<file path="config.mk">
export PLATFORM = sky130hd
export DESIGN_NAME = btn_move_encoder
export DESIGN_NICKNAME = d
export VERILOG_FILES = /design/src/rtl/btn_pkg.sv /design/src/rtl/btn_debounce.sv /design/src/rtl/btn_move_encoder.sv
export SDC_FILE = /design/constraint.sdc
export NUM_CORES = 1
export LEC_CHECK = 0
export ABC_CLOCK_PERIOD_IN_PS = 3600
export BUFFER_PORTS_ARGS = -buffer_cell sky130_fd_sc_hd__buf_2
export CAP_MARGIN = 20
export CORE_MARGIN = 1.5
export CORE_UTILIZATION = 60
export CTS_BUF_LIST = sky130_fd_sc_hd__clkbuf_4 sky130_fd_sc_hd__clkbuf_8 sky130_fd_sc_hd__clkbuf_16
export DETAILED_ROUTE_END_ITERATION = 10
export GPL_ROUTABILITY_DRIVEN = 0
export GPL_TIMING_DRIVEN = 0
export PLACE_DENSITY = 0.87
export SLEW_MARGIN = 10
export SYNTH_ARGS = -nofsm -noshare
export SYNTH_HDL_FRONTEND = slang
export SYNTH_SLANG_ARGS = --single-unit
</file>
<file path="constraint.sdc">
create_clock -name btnClk -period 3.6 [get_ports btnClk]
set_input_delay 0.54 -clock btnClk [delete_from_list [all_inputs] [get_ports btnClk]]
set_output_delay 0.54 -clock btnClk [all_outputs]
set_load 0.01 [all_outputs]
</file>
<file path="src/rtl/btn_pkg.sv">
// Shared constants, FSM state type and priority helper for the pushbutton move-code encoder.
package btn_pkg;

  localparam logic [3:0] DIR_U    = 4'b1000;
  localparam logic [3:0] DIR_D    = 4'b0100;
  localparam logic [3:0] DIR_R    = 4'b0010;
  localparam logic [3:0] DIR_L    = 4'b0001;
  localparam logic [3:0] DIR_NONE = 4'b0000;

  typedef enum logic [2:0] {
    IDLE,
    PRESS,
    DELAY,
    REPEAT,
    HOLD
  } state_t;

  // Fixed priority U > D > R > L; returns DIR_NONE when nothing is pressed.
  function automatic logic [3:0] prio_onehot(input logic [3:0] req);
    logic [3:0] win;
    win = DIR_NONE;
    if (req[3])      win = DIR_U;
    else if (req[2]) win = DIR_D;
    else if (req[1]) win = DIR_R;
    else if (req[0]) win = DIR_L;
    return win;
  endfunction

endpackage

</file>
<file path="src/rtl/btn_debounce.sv">
// One pushbutton: two-flop synchroniser followed by a consecutive-sample debounce counter.
module btn_debounce
  import btn_pkg::*;
#(
  parameter int DEBOUNCE_CYCLES = 4
) (
  input  logic btnClk,
  input  logic rst,
  input  logic raw,
  output logic level
);

  localparam int CW = (DEBOUNCE_CYCLES > 1) ? $clog2(DEBOUNCE_CYCLES + 1) : 1;
  localparam logic [CW-1:0] LAST = CW'(DEBOUNCE_CYCLES - 1);

  logic          sync_q1;
  logic          sync_q2;
  logic [CW-1:0] cnt;

  // NOTE: non-blocking assignments make sync_q2 take the previous sync_q1, giving a true two-flop chain.
  always_ff @(posedge btnClk or posedge rst) begin
    if (rst) begin
      sync_q1 <= 1'b0;
      sync_q2 <= 1'b0;
      level   <= 1'b0;
      cnt     <= '0;
    end else begin
      sync_q1 <= raw;
      sync_q2 <= sync_q1;
      if (sync_q2 == level) begin
        cnt <= '0;
      end else if (cnt == LAST) begin
        level <= sync_q2;
        cnt   <= '0;
      end else begin
        cnt <= cnt + CW'(1);
      end
    end
  end

endmodule

</file>
<file path="src/rtl/btn_move_encoder.sv">
// Debounced, arbitrated one-hot move-code generator for the player blocks.
// Define BTN_AUTO_REPEAT_EN for held-button auto-repeat; otherwise one pulse per press.
module btn_move_encoder
  import btn_pkg::*;
#(
  parameter int DEBOUNCE_CYCLES = 4,
  parameter int REPEAT_DELAY    = 8,
  parameter int REPEAT_RATE     = 3
) (
  input  logic       btnClk,
  input  logic       rst,
  input  logic [3:0] btns_raw,
  output logic [3:0] btns,
  output logic       move_valid,
  output logic [3:0] dir_held
);

  if (DEBOUNCE_CYCLES < 1 || REPEAT_DELAY < 2 || REPEAT_RATE < 1) begin : g_bad_param
    $error("btn_move_encoder: parameter out of range");
  end

  logic [3:0] deb;

  for (genvar i = 0; i < 4; i++) begin : g_deb
    btn_debounce #(
      .DEBOUNCE_CYCLES(DEBOUNCE_CYCLES)
    ) u_deb (
      .btnClk(btnClk),
      .rst   (rst),
      .raw   (btns_raw[i]),
      .level (deb[i])
    );
  end

  logic [3:0] winner;
  logic       held_pressed;

  assign winner       = prio_onehot(deb);
  assign held_pressed = |(deb & dir_held);

`ifdef BTN_AUTO_REPEAT_EN
  localparam int CNT_MAX = (REPEAT_DELAY > REPEAT_RATE) ? REPEAT_DELAY : REPEAT_RATE;
  localparam int CW      = $clog2(CNT_MAX) + 1;
  localparam logic [CW-1:0] DELAY_LOAD = CW'(REPEAT_DELAY - 2);
  localparam logic [CW-1:0] RATE_LOAD  = CW'(REPEAT_RATE - 1);

  logic [CW-1:0] cnt;
`endif

  state_t state;

  always_ff @(posedge btnClk or posedge rst) begin
    if (rst) begin
      state      <= IDLE;
      btns       <= DIR_NONE;
      move_valid <= 1'b0;
      dir_held   <= DIR_NONE;
`ifdef BTN_AUTO_REPEAT_EN
      cnt        <= '0;
`endif
    end else begin
      btns       <= DIR_NONE;
      move_valid <= 1'b0;
      if (state == IDLE) begin
        if (|deb) begin
          state      <= PRESS;
          dir_held   <= winner;
          btns       <= winner;
          move_valid <= 1'b1;
        end
      end else if (!held_pressed) begin
        // Release beats any repeat due this edge; winner is DIR_NONE if nothing else is pressed.
        dir_held <= winner;
        if (|deb) begin
          state      <= PRESS;
          btns       <= winner;
          move_valid <= 1'b1;
        end else begin
          state <= IDLE;
        end
      end else begin
        case (state)
`ifdef BTN_AUTO_REPEAT_EN
          PRESS: begin
            state <= DELAY;
            cnt   <= DELAY_LOAD;
          end
          DELAY: begin
            if (cnt == '0) begin
              state      <= REPEAT;
              btns       <= dir_held;
              move_valid <= 1'b1;
              cnt        <= RATE_LOAD;
            end else begin
              cnt <= cnt - CW'(1);
            end
          end
          REPEAT: begin
            if (cnt == '0) begin
              btns       <= dir_held;
              move_valid <= 1'b1;
              cnt        <= RATE_LOAD;
            end else begin
              cnt <= cnt - CW'(1);
            end
          end
`else
          PRESS: state <= HOLD;
          HOLD:  state <= HOLD;
`endif
          default: begin
            state    <= IDLE;
            dir_held <= DIR_NONE;
          end
        endcase
      end
    end
  end

endmodule

</file>
== Yosys cells after proc, flatten, opt, wreduce, memory -nomap -nowiden ==
Cells that the tools add are included.
W data, S select, Z words.
Word-level totals
  output and inout port bits: 9
  bits of input ports: 6
  logic and storage cells: 77
  register bits after elaboration: 36
Operators by class
  reductions and logical operators: 9
  equal/unequal tests: 12
  bitwise logic cells: 5
  add/subtract/negate cells: 4
  multiplexer cells: 27
Operators with widths (count)
  $mux W3: 13
  $mux W4: 8
  $add A3 B1 Y3 const B: 4
  $eq A3 B2 Y1 const B: 4
  $reduce_and A2 Y1: 5
  $reduce_or A4 Y1: 2
  $mux W1: 5
  $and A4 B4 Y4: 1
  $eq A1 B1 Y1: 4
  $not A1 Y1: 4
  $eq A3 B1 Y1 const B: 1
  $eq A3 B3 Y1 const B: 1
  $logic_not A3 Y1: 1
  $ne A3 B2 Y1 const B: 1
  $mux W2: 1
  $ne A2 B1 Y1 const B: 1
  $reduce_or A2 Y1: 1

== Logic depth before layout (Yosys ltp) ==
  depth in word-level cells: 7
  depth in mapped cells: 5
  mapped depth without buffers: 5

== Cells and area by module ==
Synthesis repeated with hierarchy kept, for this count alone.
Unflattened totals
  cells, all modules: 102
  area, all modules: 1427.6 sq um
Modules (own cells, without submodules)
  btn_debounce: cells an instance 14, times used 4, area each 220.2 sq um
  btn_move_encoder: cells an instance 46, times used 1, area each 546.8 sq um

== Worst setup path before layout ==
Ideal clock, no wire load.
  path kind: register -> register
  from: register g_deb[1].u_deb.level
  to: register dir_held[2]
  stages on the path, launching flop included: 5
  setup slack: 2201 ps
  arrival time: 1273 ps
  buffers on the path: 1
  setup time: 126 ps
  cell sequence: dfrtp_1 > buf_6 > a22o_4 > o21a_4 > a221o_1
On the way
  longest elaborated chain between the ends: 4
Ends and longest elaborated chain
  from (decl): RTL line btn_debounce.sv:10  | output logic level
  from (signal assigned): RTL line btn_debounce.sv:33  | level <= sync_q2;
  $and A4 B4 Y4: RTL line btn_move_encoder.sv:39  | assign held_pressed = |(deb & dir_held);
  $reduce_or A4 Y1: RTL line btn_move_encoder.sv:39
  $ne A3 B2 Y1 (no line) / $mux W4 (equally long branches)
  $reduce_and A2 Y1 (no line) / $mux W4 (equally long branches)
  to (signal assigned): RTL line btn_move_encoder.sv:67  | dir_held <= winner;
  to (signal assigned): RTL line btn_move_encoder.sv:73  | dir_held <= winner;
  to (decl): RTL line btn_move_encoder.sv:15  | output logic [3:0] dir_held
Several ways; a longest one is shown, not always the timed one.
A chain may end at the register's enable or synchronous reset.

== Final worst setup path ==
Ends and elaborated chain as after synthesis.

==> impl_metrics.csv <==
group,metric,value,unit
floorplanning,io_pins,15,
power_and_ir_drop,leakage,0.7733,nW
sta,fin_hold_ws,301.1,ps
critical_path,cp_data_required_time,3820,ps
routing,drt-vias-per-instance,5.562,
global_route,grt_pass1_vias,877,
run,maxCapViolCount,0,
cts,clock_latency,340,ps
critical_path,cp-start-kind,"flip-flop",
logic_synthesis,syn_nets,113,
cts,htreeDepth,2,
layout,drive_above_1_share,0.2720,
layout,instances_no_fill,153,
floorplanning,core_area,2212,um^2
critical_path,crit_path_end_kind,"flip-flop",
global_route,grt_max_degree,19,
status,outcome,"finished clean",
layout,final_common_cell,"dfrtp_1",
logic_synthesis,synth_top_area_frac,0.6244,
sta,min_period,1506,ps
hold_path,hold_end,"g_deb[1].u_deb.sync_q1",
hold_path,min-delay-start,"btns_raw[1]",
power_and_ir_drop,ir_worst_vdd,0.5002,mV
routing,vias,851,
critical_path,cp.arrival,1730,ps
floorplanning,start_util,0.6340,
critical_path,path_class,"flip-flop to flip-flop",
power_and_ir_drop,powerDensity,823.0,nW/um^2
placement,placed_cell_area,1535,um^2
routing,ant_nets,0,
global_route,antenna_found_initial,0,
routing,wl_per_cell,15.52,um
cts,clock_sinks,35,
cts,cts_hold_buf,0,
critical_path,cp_slowest_stage_delay,400,ps
logic_synthesis,ys_ff_latch,35,
sta,setup_viol,0,
cts,path_clk_slew,110,ps
layout,syn_to_final_growth,14.63,%
layout,final_cell_mix,"dfrtp_1, buf_2, nor3b_1, nor2b_1",
critical_path,crit_path_top_delay_cell,"dfrtp_1",
cts,root_buffer,"clkbuf_4",
layout,final_util,0.7268,
sta,slew_headroom,0.4987,
cts,cts_setup_buffers,0,
global_route,gr-usage-all-layers,0.2291,
hold_path,holdPathStages,1,
placement,dp.cells,145,
global_route,grt-ovfl-total,0,
logic_synthesis,synth-seq-area-share,0.6244,
critical_path,timing.rr.end,"dir_held[2]",
sta,fin_skew,9.765,ps
floorplanning,die_area,2637,um^2
sta,hold_viol_final,0,
power_and_ir_drop,fin_total_pwr,1.323,mW
logic_synthesis,netlist_area,1403,um^2
sta,fmax,0.6638,GHz
critical_path,path_cells,"buf_6, a22o_4, o21a_4, a221o_1",
hold_path,min_path_type,"input pin to flip-flop",
layout,antenna_cells,0,
critical_path,r2r_slack,2090,ps
sta,rsz0062_at_grt,"no",
routing,drt_iter0_drc,17,
floorplanning,die_w,51.35,um
logic_synthesis,yosysWarningCount,0,
logic_synthesis,syn_inst,102,
global_route,grt_pass1_wl,4174,um
placement,pre_cts_slack,2145,ps
routing,dr.pass1.iters,4,
logic_synthesis,yosysUniqueCellTypes,30,
placement,dp.final_hpwl,1649,um
cts,cts_resized,0,
sta,worstMarginPinSlew,751.1,ps
logic_synthesis,syn_avg_cell_area,13.75,um^2
critical_path,ff2ff_path_depth,4,
logic_synthesis,synth_top_cell_by_area,"dfrtp_1",
routing,wl,2375,um
sta,finalSetupTns,0,ps
critical_path,r2r_start,"g_deb[1].u_deb.level",
placement,io_buffers,14,
logic_synthesis,synth_area_leaders,"dfrtp_1, ha_1, nor3b_1",
floorplanning,die_y,51.35,um
cts,cts_tree,"yes",
critical_path,crit_fanout,7,
floorplanning,num_rows,17,
layout,design_area,1608,um^2
sta,timing.final.ws_setup,2094,ps
cts,cts_max_path_buffers,2,
routing,drc,0,
layout,fin_nets,135,
sta,period_share,0.4184,
sta,slew_viol_final,0,
cts,cts_made_buffers,5,
## layer usage
layer | track usage | wire, um | share of wire | vias up
li1 | - | - | - | 407
met1 | 0.2948 | 1060 | 0.45 | 413
met2 | 0.3420 | 1147 | 0.48 | 26
met3 | 0.09649 | 124 | 0.052 | 5
met4 | 0.09649 | 42 | 0.018 | 0
met5 | 0 | 0 | 0 | -
## sequential cells by signal (all words and copies together) (netlist names)
name / flops
g_deb.u_deb.cnt: 12
move_valid: 1
dir_held: 4
g_deb.u_deb.sync_q1: 4
btns: 4
state: 2
g_deb.u_deb.level: 4
g_deb.u_deb.sync_q2: 4
## report_power, final
group | total (mW) | internal (mW) | switching (mW)
logic | 0.500 | 0.238 | 0.262
registers | 0.582 | 0.506 | 0.0758
clock network | 0.242 | 0.114 | 0.128
## area by class of cell
type / instances / area [um^2]
repair buffers: 15 / 97.59
multi-input cells: 59 / 478.0
plain buffers: 3 / 30.03
clock buffers: 7 / 65.06
flip-flops and latches: 35 / 875.8
inverters: 5 / 18.77
well taps: 28 / 35.03
fillers: 158 / 604.3
clock inverters: 1 / 7.507
## cell families (layout without fill, tap and decap cells)
group                      Yosys count  after routing  synth area share
and+or+nand+nor                     32             32            0.1427
xor gates and xnor gates             4              4           0.02498
adders and majority gates            5              5           0.04460
buffers and inverters                8             31           0.03479
DFF                                 35             35            0.6244
muxes                                3              3           0.02408
AOI/OAI and AO/OA                   15             15            0.1044
## synth_stat cells
cell,instances
and3_1,1
inv_1,5
o211ai_1,1
nor2b_1,6
and2b_1,1
o41ai_2,1
o21ai_0,3
a22o_2,1
a221o_1,2
nor4b_2,1
nand3b_1,2
nor3b_1,7
a22oi_1,1
buf_6,2
nor4_1,1
and2_1,2
ha_1,5
nor2_1,3
nand2_1,3
buf_4,1
o21a_4,1
a22o_1,1
dfrtp_1,35
mux2_2,3
o2bb2ai_1,1
o2111a_1,1
xnor2_1,4
o2111ai_1,1
a22o_4,1
nor3_1,5
## worst max path at each step
stage / slack (ps) / end / start
floorplan: 2200 / dir_held[2] / g_deb[1].u_deb.level
global placement: 1910 / dir_held[3] / rst
detailed placement: 2140 / dir_held[0] / g_deb[1].u_deb.level
CTS: 2100 / dir_held[0] / dir_held[0]
global route: 2010 / dir_held[3] / state[0]
finish: 2090 / dir_held[2] / g_deb[1].u_deb.level
## worst max-delay path: cells and delay by family (launching register included)
family	cells	cell delay (ps)
flops	1	400
buf+inv	1	140
compound gates	3	840
Note: power is estimated with default switching activity, not from simulation.
